[config.mk]
export PLATFORM = sky130hd
export DESIGN_NAME = accel_neuron_unit
export DESIGN_NICKNAME = d
export VERILOG_FILES = /design/src/rtl/accel_neuron_unit.sv
export SDC_FILE = /design/constraint.sdc
export NUM_CORES = 1
export LEC_CHECK = 0
export ABC_AREA = 1
export CORE_MARGIN = 1
export CORE_UTILIZATION = 70
export CTS_BUF_LIST = sky130_fd_sc_hd__clkbuf_4 sky130_fd_sc_hd__clkbuf_8 sky130_fd_sc_hd__clkbuf_16
export DETAILED_ROUTE_END_ITERATION = 8
export HOLD_SLACK_MARGIN = 0.08
export PLACE_DENSITY = 0.88
export SLEW_MARGIN = 10
export SYNTH_ARGS = -nofsm -noshare
export SYNTH_HDL_FRONTEND = slang
export SYNTH_SLANG_ARGS = --single-unit
[constraint.sdc]
create_clock -name clk -period 13.9 [get_ports clk]
set_clock_uncertainty 0.15 [all_clocks]
set_input_delay 2.085 -clock clk [delete_from_list [all_inputs] [get_ports clk]]
set_output_delay 2.085 -clock clk [all_outputs]
set_load 0.02 [all_outputs]
[src/rtl/accel_neuron_unit.sv]
// rtl/accel_neuron_unit.sv - streaming multiply-accumulate neuron with shift, saturation and optional ReLU
module accel_neuron_unit #(
    parameter int MAX_PAIRS = 32,
    parameter int ACC_W     = 37
) (
    input  logic        clk,
    input  logic        rst,
    input  logic        accel_en,
    input  logic        bus_wr,
    input  logic [15:0] bus_data_in,
    output logic [15:0] bus_data_out,
    output logic        accel_done,
    output logic        busy,
    output logic        bus_err
);

    typedef enum logic [1:0] {
        S_IDLE  = 2'd0,
        S_IN    = 2'd1,
        S_WT    = 2'd2,
        S_DRAIN = 2'd3
    } state_t;

    localparam logic signed [ACC_W-1:0] C_SAT_MAX = ACC_W'(32767);
    localparam logic signed [ACC_W-1:0] C_SAT_MIN = ACC_W'(-32768);

    state_t                    r_state;
    logic [5:0]                r_cnt;
    logic [3:0]                r_shift;
    logic                      r_relu;
    logic signed [15:0]        r_x;
    logic signed [31:0]        r_prod;
    logic                      r_prod_vld;
    logic signed [ACC_W-1:0]   r_acc;
    logic [15:0]               r_result;
    logic                      r_res_vld;
    logic [15:0]               r_out;
    logic                      r_done;
    logic                      r_err;

    logic [5:0]                w_hdr_cnt;
    logic signed [31:0]        w_prod;
    logic signed [ACC_W-1:0]   w_shifted;
    logic [15:0]               w_sat;

    assign w_hdr_cnt = (bus_data_in[5:0] > 6'(MAX_PAIRS)) ? 6'(MAX_PAIRS) : bus_data_in[5:0];
    assign w_prod    = r_x * $signed(bus_data_in);
    assign w_shifted = r_acc >>> r_shift;

    always_comb begin
        w_sat = 16'(w_shifted);
        if (w_shifted > C_SAT_MAX) begin
            w_sat = 16'h7FFF;
        end else if (w_shifted < C_SAT_MIN) begin
            w_sat = 16'h8000;
        end
        if (r_relu && (w_shifted < 0)) begin
            w_sat = 16'h0000;
        end
    end

    // Everything freezes while accel_en is low, including a pending done pulse.
    always_ff @(posedge clk or posedge rst) begin
        if (rst) begin
            r_state    <= S_IDLE;
            r_cnt      <= 6'd0;
            r_shift    <= 4'd0;
            r_relu     <= 1'b0;
            r_x        <= 16'sd0;
            r_prod     <= 32'sd0;
            r_prod_vld <= 1'b0;
            r_acc      <= '0;
            r_result   <= 16'h0000;
            r_res_vld  <= 1'b0;
            r_out      <= 16'h0000;
            r_done     <= 1'b0;
            r_err      <= 1'b0;
        end else if (accel_en) begin
            r_done <= 1'b0;
            if (r_prod_vld) begin
                r_acc      <= r_acc + ACC_W'(r_prod);
                r_prod_vld <= 1'b0;
            end
            case (r_state)
                S_IDLE: begin
                    if (bus_wr) begin
                        r_cnt     <= w_hdr_cnt;
                        r_shift   <= bus_data_in[11:8];
                        r_relu    <= bus_data_in[15];
                        r_acc     <= '0;
                        r_err     <= 1'b0;
                        r_res_vld <= 1'b0;
                        r_state   <= (w_hdr_cnt == 6'd0) ? S_DRAIN : S_IN;
                    end
                end
                S_IN: begin
                    if (bus_wr) begin
                        r_x     <= $signed(bus_data_in);
                        r_state <= S_WT;
                    end
                end
                S_WT: begin
                    if (bus_wr) begin
                        r_prod     <= w_prod;
                        r_prod_vld <= 1'b1;
                        r_cnt      <= r_cnt - 6'd1;
                        r_state    <= (r_cnt == 6'd1) ? S_DRAIN : S_IN;
                    end
                end
                S_DRAIN: begin
                    if (bus_wr) begin
                        r_err <= 1'b1;
                    end
                    // Wait for the last product to land, then one cycle to shape, one to publish.
                    if (!r_prod_vld) begin
                        if (!r_res_vld) begin
                            r_result  <= w_sat;
                            r_res_vld <= 1'b1;
                        end else begin
                            r_out     <= r_result;
                            r_done    <= 1'b1;
                            r_res_vld <= 1'b0;
                            r_state   <= S_IDLE;
                        end
                    end
                end
                default: r_state <= S_IDLE;
            endcase
        end
    end

    assign bus_data_out = r_out;
    assign accel_done   = r_done & accel_en;
    assign busy         = (r_state != S_IDLE);
    assign bus_err      = r_err;

endmodule

==> results of run 1 <==
-- cell families after synthesis --
kind of cell | synth area share [%]
adder cells (fa/ha/maj) | 33.74
flip-flops | 16.72
AND/OR/NAND/NOR | 23.83
multiplexers | 1.441
AO/OA/AOI/OAI | 9.701
buffers and inverters | 13.18
XOR/XNOR | 1.397
-- final timing paths --
path | start | endpoint | slack (ps) | depth (start not counted)
min in group asynchronous | rst | r_x[15] | 1940 | 2
hold / removal | r_result[3] | r_result[3] | 330 | 2
hold reg to reg | r_result[3] | r_result[3] | 330 | 2
max in group asynchronous | rst | r_prod[7] | 10260 | 3
setup / recovery | bus_data_in[1] | r_prod[31] | 5290 | 19
setup reg to reg | r_x[7] | r_prod[24] | 7290 | 23
-- routing by layer --
metal | vias to the layer above | GRT usage, % | wire length, um
met1 | 8799 | 50.55 | 21800
met3 | 331 | 9.664 | 5814
met5 | - | 0 | 0
met2 | 1076 | 72.46 | 28490
li1 | 8465 | - | -
met4 | 0 | 28.73 | 4353
-- worst max-delay path, stage by stage --
cell                              delay, ps
sky130_fd_sc_hd__clkdlybuf4s50_1       1150
sky130_fd_sc_hd__nand2_1                220
sky130_fd_sc_hd__inv_1                  220
sky130_fd_sc_hd__fa_1                   550
sky130_fd_sc_hd__fa_1                   850
sky130_fd_sc_hd__fa_1                   520
sky130_fd_sc_hd__fa_1                   480
sky130_fd_sc_hd__fa_1                   540
sky130_fd_sc_hd__inv_1                   60
sky130_fd_sc_hd__fa_1                   530
sky130_fd_sc_hd__inv_1                   40
sky130_fd_sc_hd__ha_1                   350
sky130_fd_sc_hd__a21oi_1                300
sky130_fd_sc_hd__o21ai_0                140
sky130_fd_sc_hd__a21oi_1                200
sky130_fd_sc_hd__nand3_1                120
sky130_fd_sc_hd__or2_2                  280
sky130_fd_sc_hd__nand3_1                 60
sky130_fd_sc_hd__o21ai_0                 70
-- final cells by class --
class	count	area share, %
flip-flops and latches	134	15.85
repair buffers	52	2.295
clock inverters	13	0.8989
clock buffers	18	2.076
multi-input cells	1969	66.46
well taps	378	2.235
inverters	573	10.19
-- Yosys cell counts (20+ instances only) --
cell / n / area (sq um)
sky130_fd_sc_hd__clkbuf_1: 98 / 367.9
sky130_fd_sc_hd__dfrtp_1: 134 / 3353
sky130_fd_sc_hd__nand4_1: 20 / 125.1
sky130_fd_sc_hd__a31oi_1: 24 / 150.1
sky130_fd_sc_hd__nand3_1: 177 / 885.9
sky130_fd_sc_hd__mux2_2: 23 / 259.0
sky130_fd_sc_hd__inv_1: 569 / 2136
sky130_fd_sc_hd__nand2_1: 756 / 2838
sky130_fd_sc_hd__o21ai_0: 159 / 795.8
sky130_fd_sc_hd__a21oi_1: 109 / 545.5
sky130_fd_sc_hd__fa_1: 263 / 5265
sky130_fd_sc_hd__nor3_1: 21 / 105.1
sky130_fd_sc_hd__ha_1: 120 / 1501
sky130_fd_sc_hd__nor2_1: 174 / 653.1
-- per-stage QoR --
| step | cell area, sq um | hold WS, ps |
|---|---|---|
| floorplan | 20060 | 295.0 |
| global placement | 20530 | 313.8 |
| detailed placement | 20530 | 318.7 |
| CTS | 21160 | 334.5 |
| global route | 21160 | 357.8 |
| finish | 21160 | 330.1 |
-- sequential cells by signal (all words and copies together), names as in the netlist --
register      flops
r_result         16
r_relu            1
r_acc            37
r_res_vld         1
r_shift           4
r_done            1
r_cnt             6
r_state           2
r_x              16
bus_data_out     16
r_prod           32
r_prod_vld        1
bus_err           1
==> metrics.md, run 1 <==
| Metric | Value |
|---|---|
| Setup TNS Final | 0 ps |
| Via count of the first global-routing pass | just under 20000 |
| Routed wire length per instance | ~19 um |
| Number of instances in the placed design | around 3100 |
| Remaining global-route overflow | 0 |
| Area of the die | about 30000 sq um |
| First-pass DRT Iterations | 6 |
| Final Max Slew Viols | 0 |
| Final wirelength | approximately 60000 um |
| Vertical die dimension | approximately 170 um |
| Least-Margin Pin Slew | about 1100 ps |
| Setup WS pre-CTS | 4927 ps |
| Clock tree from TritonCTS | built |
| CTS H-Tree Depth | 4 |
| Routed Antenna Nets | 0 |
| Overall die width | 171.3 um |
| Avg Cell Area, Syn | between 7 and 8 sq um |
| Std-Cell Rows | 61 |
| Peak fanout along the critical path | 19 |
| Register Area | 3353 sq um |
| Fraction of the core area covered by cells at the end of the flow | 75.53% |
| Maximum clock path buffer count | 2 |
| Post-synth top flop | sky130_fd_sc_hd__dfrtp_1 |
| Number of max-capacitance violations reported | 0 |
| Fin crit share | 61.92% |
| Total half-perimeter wirelength after legalization and detailed placement | between 40000 and 50000 um |
| Wire length of the first global-routing pass | approximately 97000 um |
| Final critical-path required period | ~8600 ps |
| Number of sinks handled by clock tree synthesis | 134 |
| Initial DRC count | approximately 1800 |
| RePlAce Congestion | about 1.0 |
| Antenna violations before repair | 0 |
| Most common library cell in the layout ignoring fill and taps | sky130_fd_sc_hd__nand2_1 |
| Antenna diodes | 0 |
| Endpoint class of the critical path | flip-flop |
| Run status | finished clean |
| Fraction of the yosys area taken by sequential cells | between 10% and 20% |
| Post-CTS setup buffers | 0 |
| Post-Synthesis Net Count | 3198 |
| Final net count | between 3000 and 4000 |
| Setup repair after global routing missed its margin | false |
| Number of buffers added by the clock tree synthesis step | 17 |
| Post-cts sizing count | 0 |
| Post-synthesis async set-or-reset flop share | 100.0% |
| Post-synthesis instance total | around 2800 |
| Largest net degree at the start of global routing | between 70 and 80 |
| Layout cells sized above 1 | approximately 3.4% |
| Least setup slack across all paths after layout | 5293 ps |
| Synthesized flop and latch total | 134 |
| Root Buffer Master | sky130_fd_sc_hd__clkbuf_16 |
| Relative slew margins | between 20% and 30% |
| Peak clock frequency supported by timing | 0.1162 GHz |
| Number of filler cells placed in the layout | approximately 2000 |
| Overall fraction of global-route tracks in use | 43.47% |
| Area of the placeable core | about 28000 sq um |
| Yosys warning count | 0 |
| Final hold vios | 0 |
| Count of buffers from port buffering | 38 |
| Finished Layout Cells | between 3000 and 4000 |
| Reg clk slew, reported paths | 70 ps |
| Hold-fix buffers at CTS | 0 |
| Area of the mapped netlist | between 20000 and 25000 sq um |
| Most used cells in the layout excluding fill and tap cells | 756 x sky130_fd_sc_hd__nand2_1, 568 x sky130_fd_sc_hd__inv_1, 263 x sky130_fd_sc_hd__fa_1, 177 x sky130_fd_sc_hd__nand3_1, 174 x sky130_fd_sc_hd__nor2_1 |
| Area taken by multi-input logic gates | 14060 sq um |
| Worst path arrival time | slightly below 9000 ps |
| Latest clock arrival within the worst-skew pair | ~450 ps |
| # IOs | 39 |
| Vias/cell | between 5 and 6 |
| Via count | roughly 19000 |
| DRC violations left | 0 |
| Effective utilization at floorplan | a little under three quarters |
| Number of synthesized flops with an enable pin | 0 |
| Setup violations, final | 0 |
| Critical path required time | between 10000 and 15000 ps |
| Path type of the worst min-delay path | flip-flop to flip-flop |
| Category of the most critical setup path | input pin to flip-flop |
| Area added between synthesis and finish | 5.490% |
| Number of distinct standard cells referenced by the synthesized netlist | 45 |
| Startpoint type of the worst setup path | input pin |
Power of run 1 is not shown: default switching activity piles up to over one toggle a cycle in this logic, so the estimate is an artifact.
==> inputs of run 2 (changes only) <==
- CORE_UTILIZATION: 70 -> 59
- PLACE_DENSITY: 0.88 -> 0.79
- clock period: 13.9 -> 7.75 ns (I/O delays scaled with it)
==> metrics.md, run 2 (synthesis results as in run 1) <==
| Metric | Value |
|---|---|
| Run status | finished clean |
| Relative slew margins | 21.59% (-8.1 points) |
| Launch point of the worst reg-to-reg path | r_x[15] |
| R2r worst-path depth | 20 (-13%) |
| Register Area | 3353 sq um (unchanged) |
| Vias/cell | 5.674 (-4.7%) |
| Post-CTS setup buffers | 0 (unchanged) |
| Post-cts sizing count | 0 (unchanged) |
| Critical path required time | 7940 ps (-6140 ps) |
| Number of max-capacitance violations reported | 0 (unchanged) |
| Placed cell area | 20830 sq um (+1.5%) |
| Worst Hold Endpoint | r_result[14] |
| Slowest cell delay on critical path | 1070 ps (-80 ps) |
| Peak fanout along the critical path | 13 (-6) |
| Path type of the worst min-delay path | flip-flop to flip-flop |
| Overall fraction of global-route tracks in use | 36.51% (-7.0 points) |
| Area added between synthesis and finish | 6.950% |
| First-pass DRT Iterations | 6 (unchanged) |
| Number of buffers added by the clock tree synthesis step | 17 (unchanged) |
| Most common library cell in the layout ignoring fill and taps | sky130_fd_sc_hd__nand2_1 |
| Reg-to-Reg End | r_prod[31] |
| Reg clk slew, reported paths | 70 ps (about the same) |
| Endpoint class of the critical path | flip-flop |
| Cell type group with the largest total delay on the critical path | adder cells |
| Flip-flop count of the largest register, all copies and words added | 37 (unchanged) |
| Hold-fix buffers at CTS | 0 (unchanged) |
| Routed wire length per instance | 18.73 um (-2.8%) |
| Via count | 18356 (-1.7%) |
| Category of the most critical setup path | input pin to flip-flop |
| Number of filler cells placed in the layout | 3000 (+47%) |
| Peak clock frequency supported by timing | 0.1368 GHz |
| Area of the die | 34740 sq um (+18%) |
| Startpoint type of the worst setup path | input pin |
| Via count of the first global-routing pass | 18973 (-1.7%) |
| Setup TNS Final | 0 ps (unchanged) |
| CP most frequent cell | sky130_fd_sc_hd__nand2_1 |
| Initial DRC count | 1288 (-30%) |
| Largest register by flop count | r_acc |
| Final hold vios | 0 (unchanged) |
| Number of instances in the placed design | 3204 (+3.2%) |
| Std-Cell Rows | 67 (+9.8%) |
| Fin area | 21450 sq um (+1.4%) |
| Root Buffer Master | sky130_fd_sc_hd__clkbuf_16 |
| Antenna diodes | 0 (unchanged) |
| Antenna violations before repair | 0 (unchanged) |
| Setup slack, reg-to-reg | 1260 ps (-6030 ps) |
| Worst path arrival time | 7490 ps (-1300 ps) |
| Vertical die dimension | 186.4 um (+8.8%) |
| Area of the placeable core | 33450 sq um (+19%) |
| Largest net degree at the start of global routing | 72 (-7.7%) |
| Area taken by multi-input logic gates | 14060 sq um (about the same) |
| Least-Margin Pin Slew | 1175 ps (+121.7 ps) |
| Final critical-path required period | around 7300 ps |
| Setup violations, final | 0 (unchanged) |
| Buffer and inverter count on the worst path | 6 (+2) |
| Finished Layout Cells | 3235 (+3.1%) |
| Overall die width | 186.4 um (+8.8%) |
| Number of sinks handled by clock tree synthesis | 134 (unchanged) |
| Total half-perimeter wirelength after legalization and detailed placement | 47980 um (+0.63%) |
| Clock tree from TritonCTS | built |
| Slowest stage cell on the critical path | sky130_fd_sc_hd__clkdlybuf4s50_1 |
| Latest clock arrival within the worst-skew pair | 450 ps (about the same) |
| Final Max Slew Viols | 0 (unchanged) |
| Effective utilization at floorplan | 59.96% (-12 points) |
| Final net count | 3178 (+0.89%) |
| Final wirelength | 60580 um (+0.21%) |
| Min Hold Slack | 330.9 ps (+0.7410 ps) |
| Remaining global-route overflow | 0 (unchanged) |
| Setup repair after global routing missed its margin | false |
| Routed Antenna Nets | 0 (unchanged) |
| Registers with the most flip-flops | r_acc (37), r_prod (32) |
| Count of buffers from port buffering | 38 (unchanged) |
| Layout cells sized above 1 | 4.413% (+1.0 points) |
| RePlAce Congestion | 1.065 (+2.1%) |
| Wire length of the first global-routing pass | 99130 um (+2.4%) |
| Most used cells in the layout excluding fill and tap cells | 756 x sky130_fd_sc_hd__nand2_1, 568 x sky130_fd_sc_hd__inv_1, 263 x sky130_fd_sc_hd__fa_1, 177 x sky130_fd_sc_hd__nand3_1, 174 x sky130_fd_sc_hd__nor2_1 |
| # IOs | 39 (unchanged) |
| Number of stages on the worst hold path | 2 (unchanged) |
| CTS H-Tree Depth | 4 (unchanged) |
| Worst hold start | r_result[14] |
| DRC violations left | 0 (unchanged) |
| Maximum clock path buffer count | 2 (unchanged) |
| Fin crit share | between 90% and 100% |
==> run 2: routing by layer <==
metal	track usage [%]	routed length, um
met1	45.70	24410
met2	61.87	29350
met3	5.341	3669
met4	18.12	3150
met5	0	0
==> run 2: how the worst max path moves through the flow <==
stage,to,depth (start not counted),start
final,r_prod[27],25,bus_data_in[9]
after global routing,r_prod[27],25,bus_data_in[9]
after CTS,r_prod[27],25,bus_data_in[9]
after detailed placement,r_prod[27],25,bus_data_in[9]
after global placement,r_prod[27],25,bus_data_in[9]
after floorplan,r_prod[31],20,bus_data_in[5]
==> run 2: metrics by stage <==
step,setup WS (ps),util (%)
2_1_floorplan,915.7,-
3_3_place_gp,35.75,62.28
5_1_grt,79.82,64.13
3_5_place_dp,28.56,62.28
4_1_cts,479.4,64.13
6_report,441.8,64.13
==> run 2: cell type report <==
| class | count | area share, % |
|---|---|---|
| tap | 448 | 2.613 |
| clock inverter | 13 | 0.8458 |
| timing repair buffer | 80 | 3.243 |
| sequential | 134 | 15.63 |
| clock buffer | 18 | 2.047 |
| multi-input combinational | 1969 | 65.57 |
| inverter | 573 | 10.05 |
==> run 2: worst register-to-register path: stages, from the launching register on <==
cell	delay, ps
sky130_fd_sc_hd__dfrtp_1	720
sky130_fd_sc_hd__nand2_1	260
sky130_fd_sc_hd__inv_1	240
sky130_fd_sc_hd__fa_1	460
sky130_fd_sc_hd__fa_1	670
sky130_fd_sc_hd__buf_4	240
sky130_fd_sc_hd__fa_1	600
sky130_fd_sc_hd__inv_1	80
sky130_fd_sc_hd__fa_1	480
sky130_fd_sc_hd__inv_1	50
sky130_fd_sc_hd__fa_1	530
sky130_fd_sc_hd__fa_1	450
sky130_fd_sc_hd__ha_1	410
sky130_fd_sc_hd__nand2_1	90
sky130_fd_sc_hd__nor2_1	150
sky130_fd_sc_hd__nand4_1	150
sky130_fd_sc_hd__or2_2	330
sky130_fd_sc_hd__nand3_1	100
sky130_fd_sc_hd__nand2_1	60
sky130_fd_sc_hd__nand3_1	70
sky130_fd_sc_hd__o21ai_0	70
Power of run 2 is left out for the same reason.
==> inputs of run 3 (changes only) <==
- CORE_UTILIZATION: 59 -> 45
- PLACE_DENSITY: 0.79 -> unset
- SETUP_SLACK_MARGIN: unset -> 0.2
==> metrics.md, run 3 (synthesis results as in run 1) <==
| Metric | Value |
|---|---|
| Via count | 17675 (-3.7%) |
| Reg-to-Reg End | r_prod[24] |
| First-pass DRT Iterations | 6 (unchanged) |
| Root Buffer Master | sky130_fd_sc_hd__clkbuf_16 |
| Number of max-capacitance violations reported | 0 (unchanged) |
| Antenna diodes | 0 (unchanged) |
| Initial DRC count | 1360 (+5.6%) |
| Least setup slack across all paths after layout | 557.0 ps (+115.2 ps) |
| Layout cells sized above 1 | 4.345% (-0.069 points) |
| Hold-fix buffers at CTS | 0 (unchanged) |
| Most common library cell in the layout ignoring fill and taps | sky130_fd_sc_hd__nand2_1 |
| Number of sinks handled by clock tree synthesis | 134 (unchanged) |
| Setup violations, final | 0 (unchanged) |
| Antenna violations before repair | 0 (unchanged) |
| Post-CTS setup buffers | 0 (unchanged) |
| Routed Antenna Nets | 0 (unchanged) |
| Largest register by flop count | r_acc |
| Via count of the first global-routing pass | 18425 (-2.9%) |
| Largest net degree at the start of global routing | 82 (+14%) |
| Peak clock frequency supported by timing | 0.1390 GHz (+1.6%) |
| Least-Margin Pin Slew | 1041 ps (-134.3 ps) |
| Setup slack, reg-to-reg | 1210 ps (-50 ps) |
| Overall fraction of global-route tracks in use | 28.59% (-7.9 points) |
| Vias/cell | 5.245 (-7.6%) |
| Startpoint type of the worst setup path | input pin |
| Effective utilization at floorplan | 46.05% (-14 points) |
| Most used cells in the layout excluding fill and tap cells | 756 x sky130_fd_sc_hd__nand2_1, 568 x sky130_fd_sc_hd__inv_1, 263 x sky130_fd_sc_hd__fa_1, 177 x sky130_fd_sc_hd__nand3_1, 174 x sky130_fd_sc_hd__nor2_1 |
| Run status | finished clean |
| R2r worst-path depth | 23 (+15%) |
| Final wirelength | 61280 um (+1.1%) |
| Critical path required time | 7940 ps (about the same) |
| Routed wire length per instance | 18.18 um (-2.9%) |
| Setup TNS Final | 0 ps (unchanged) |
| Final net count | 3175 (-0.094%) |
| Post-cts sizing count | 0 (unchanged) |
| Total half-perimeter wirelength after legalization and detailed placement | 49790 um (+3.8%) |
| Category of the most critical setup path | input pin to flip-flop |
| Final Max Slew Viols | 0 (unchanged) |
| Setup WS pre-CTS | 70.98 ps (+42.42 ps) |
| Launch point of the worst reg-to-reg path | r_x[7] |
| Final hold vios | 0 (unchanged) |
| Latest clock arrival within the worst-skew pair | 470 ps (+20 ps) |
| Area of the placeable core | 43550 sq um (+30%) |
| # IOs | 39 (unchanged) |
| Number of buffers added by the clock tree synthesis step | 17 (unchanged) |
| Peak fanout along the critical path | 7 (-6) |
| Endpoint class of the critical path | flip-flop |
| Flip-flop count of the largest register, all copies and words added | 37 (unchanged) |
| Fin crit share | 92.81% (-1.5 points) |
| Worst hold start | r_result[8] |
| RePlAce Congestion | 0.9728 (-8.6%) |
| Maximum clock path buffer count | 2 (unchanged) |
| DRC violations left | 0 (unchanged) |
| Number of stages on the worst hold path | 2 (unchanged) |
| Wire length of the first global-routing pass | 98920 um (-0.21%) |
| Count of buffers from port buffering | 38 (unchanged) |
| Final critical-path required period | 7193 ps (-115.2 ps) |
| Path type of the worst min-delay path | flip-flop to flip-flop |
| Overall die width | 213.1 um (+14%) |
| Reg clk slew, reported paths | 60 ps (about the same) |
| Relative slew margins | 30.63% (+9.0 points) |
| Worst path arrival time | 7390 ps (-100 ps) |
| CTS H-Tree Depth | 4 (unchanged) |
| Vertical die dimension | 213.1 um (+14%) |
| Remaining global-route overflow | 0 (unchanged) |
| Setup repair after global routing missed its margin | false |
| Registers with the most flip-flops | r_acc (37), r_prod (32) |
| Area added between synthesis and finish | 7.592% |
| Area of the die | 45420 sq um (+31%) |
| Clock tree from TritonCTS | built |
| Number of filler cells placed in the layout | 4501 (+50%) |
| Std-Cell Rows | 76 (+13%) |
| Worst Hold Endpoint | r_result[8] |
-- run 3: cell count changes in the layout (fill, tap and decap cells not counted), sizes merged --
cell      previous run  this run
buf                 42        39
bufinv               3         1
clkinv               2         7
inv                580       576
clkinvlp             1         3
-- run 3: metrics by stage --
stage,hold WS [ps],instance area [sq um],util (%),std cells
2_1_floorplan,295.0,20060,-,2795
3_3_place_gp,318.7,21000,48.22,3338
6_report,333.4,21580,49.55,3370
3_5_place_dp,326.2,21000,48.22,3338
4_1_cts,340.9,21580,49.55,3370
5_1_grt,367.6,21580,49.55,3370
-- run 3: worst max-delay path by stage --
| stage | startpoint | to | slack [ps] | depth (start not counted) |
|---|---|---|---|---|
| after floorplan | bus_data_in[5] | r_prod[31] | 920 | 20 |
| after global placement | bus_data_in[8] | r_prod[24] | 100 | 24 |
| after detailed placement | bus_data_in[8] | r_prod[24] | 70 | 24 |
| after CTS | bus_data_in[8] | r_prod[24] | 560 | 24 |
| after global routing | bus_data_in[8] | r_prod[24] | 280 | 24 |
| final | bus_data_in[8] | r_prod[24] | 560 | 24 |
-- run 3: routing by layer --
metal / vias up / global-route usage, % / wire length (um)
met2: 412 / 48.26 / 29240
met3: 89 / 3.854 / 2314
met4: 0 / 10.84 / 2081
li1: 8530 / - / -
met1: 8644 / 37.16 / 27640
met5: - / 0 / 0
-- run 3: worst max-delay path, stage by stage --
cell and delay, ps:
sky130_fd_sc_hd__clkdlybuf4s50_1 860, sky130_fd_sc_hd__nand2_1 170, sky130_fd_sc_hd__fa_1 540, sky130_fd_sc_hd__inv_1 50, sky130_fd_sc_hd__fa_1 490, sky130_fd_sc_hd__inv_1 60, sky130_fd_sc_hd__fa_1 550, sky130_fd_sc_hd__inv_1 70
sky130_fd_sc_hd__fa_1 400, sky130_fd_sc_hd__fa_1 510, sky130_fd_sc_hd__inv_1 50, sky130_fd_sc_hd__fa_1 470, sky130_fd_sc_hd__inv_1 40, sky130_fd_sc_hd__ha_1 340, sky130_fd_sc_hd__a21oi_1 210, sky130_fd_sc_hd__a21boi_0 250
sky130_fd_sc_hd__o21ai_0 120, sky130_fd_sc_hd__a21oi_1 240, sky130_fd_sc_hd__o21ai_0 230, sky130_fd_sc_hd__nand2_1 120, sky130_fd_sc_hd__nand2_1 70, sky130_fd_sc_hd__or2_2 270, sky130_fd_sc_hd__nand3_1 70, sky130_fd_sc_hd__nand2_1 50
-- run 3: cell type report --
cell class	instances	area, sq um	area share [%]
multi-input combinational	1969	14070	65.21
sequential	134	3353	15.54
inverter	573	2156	9.990
tap	585	732.0	3.392
timing repair buffer	77	685.7	3.177
clock buffer	18	439.2	2.035
clock inverter	14	141.4	0.6552
Power of run 3 is left out for the same reason.
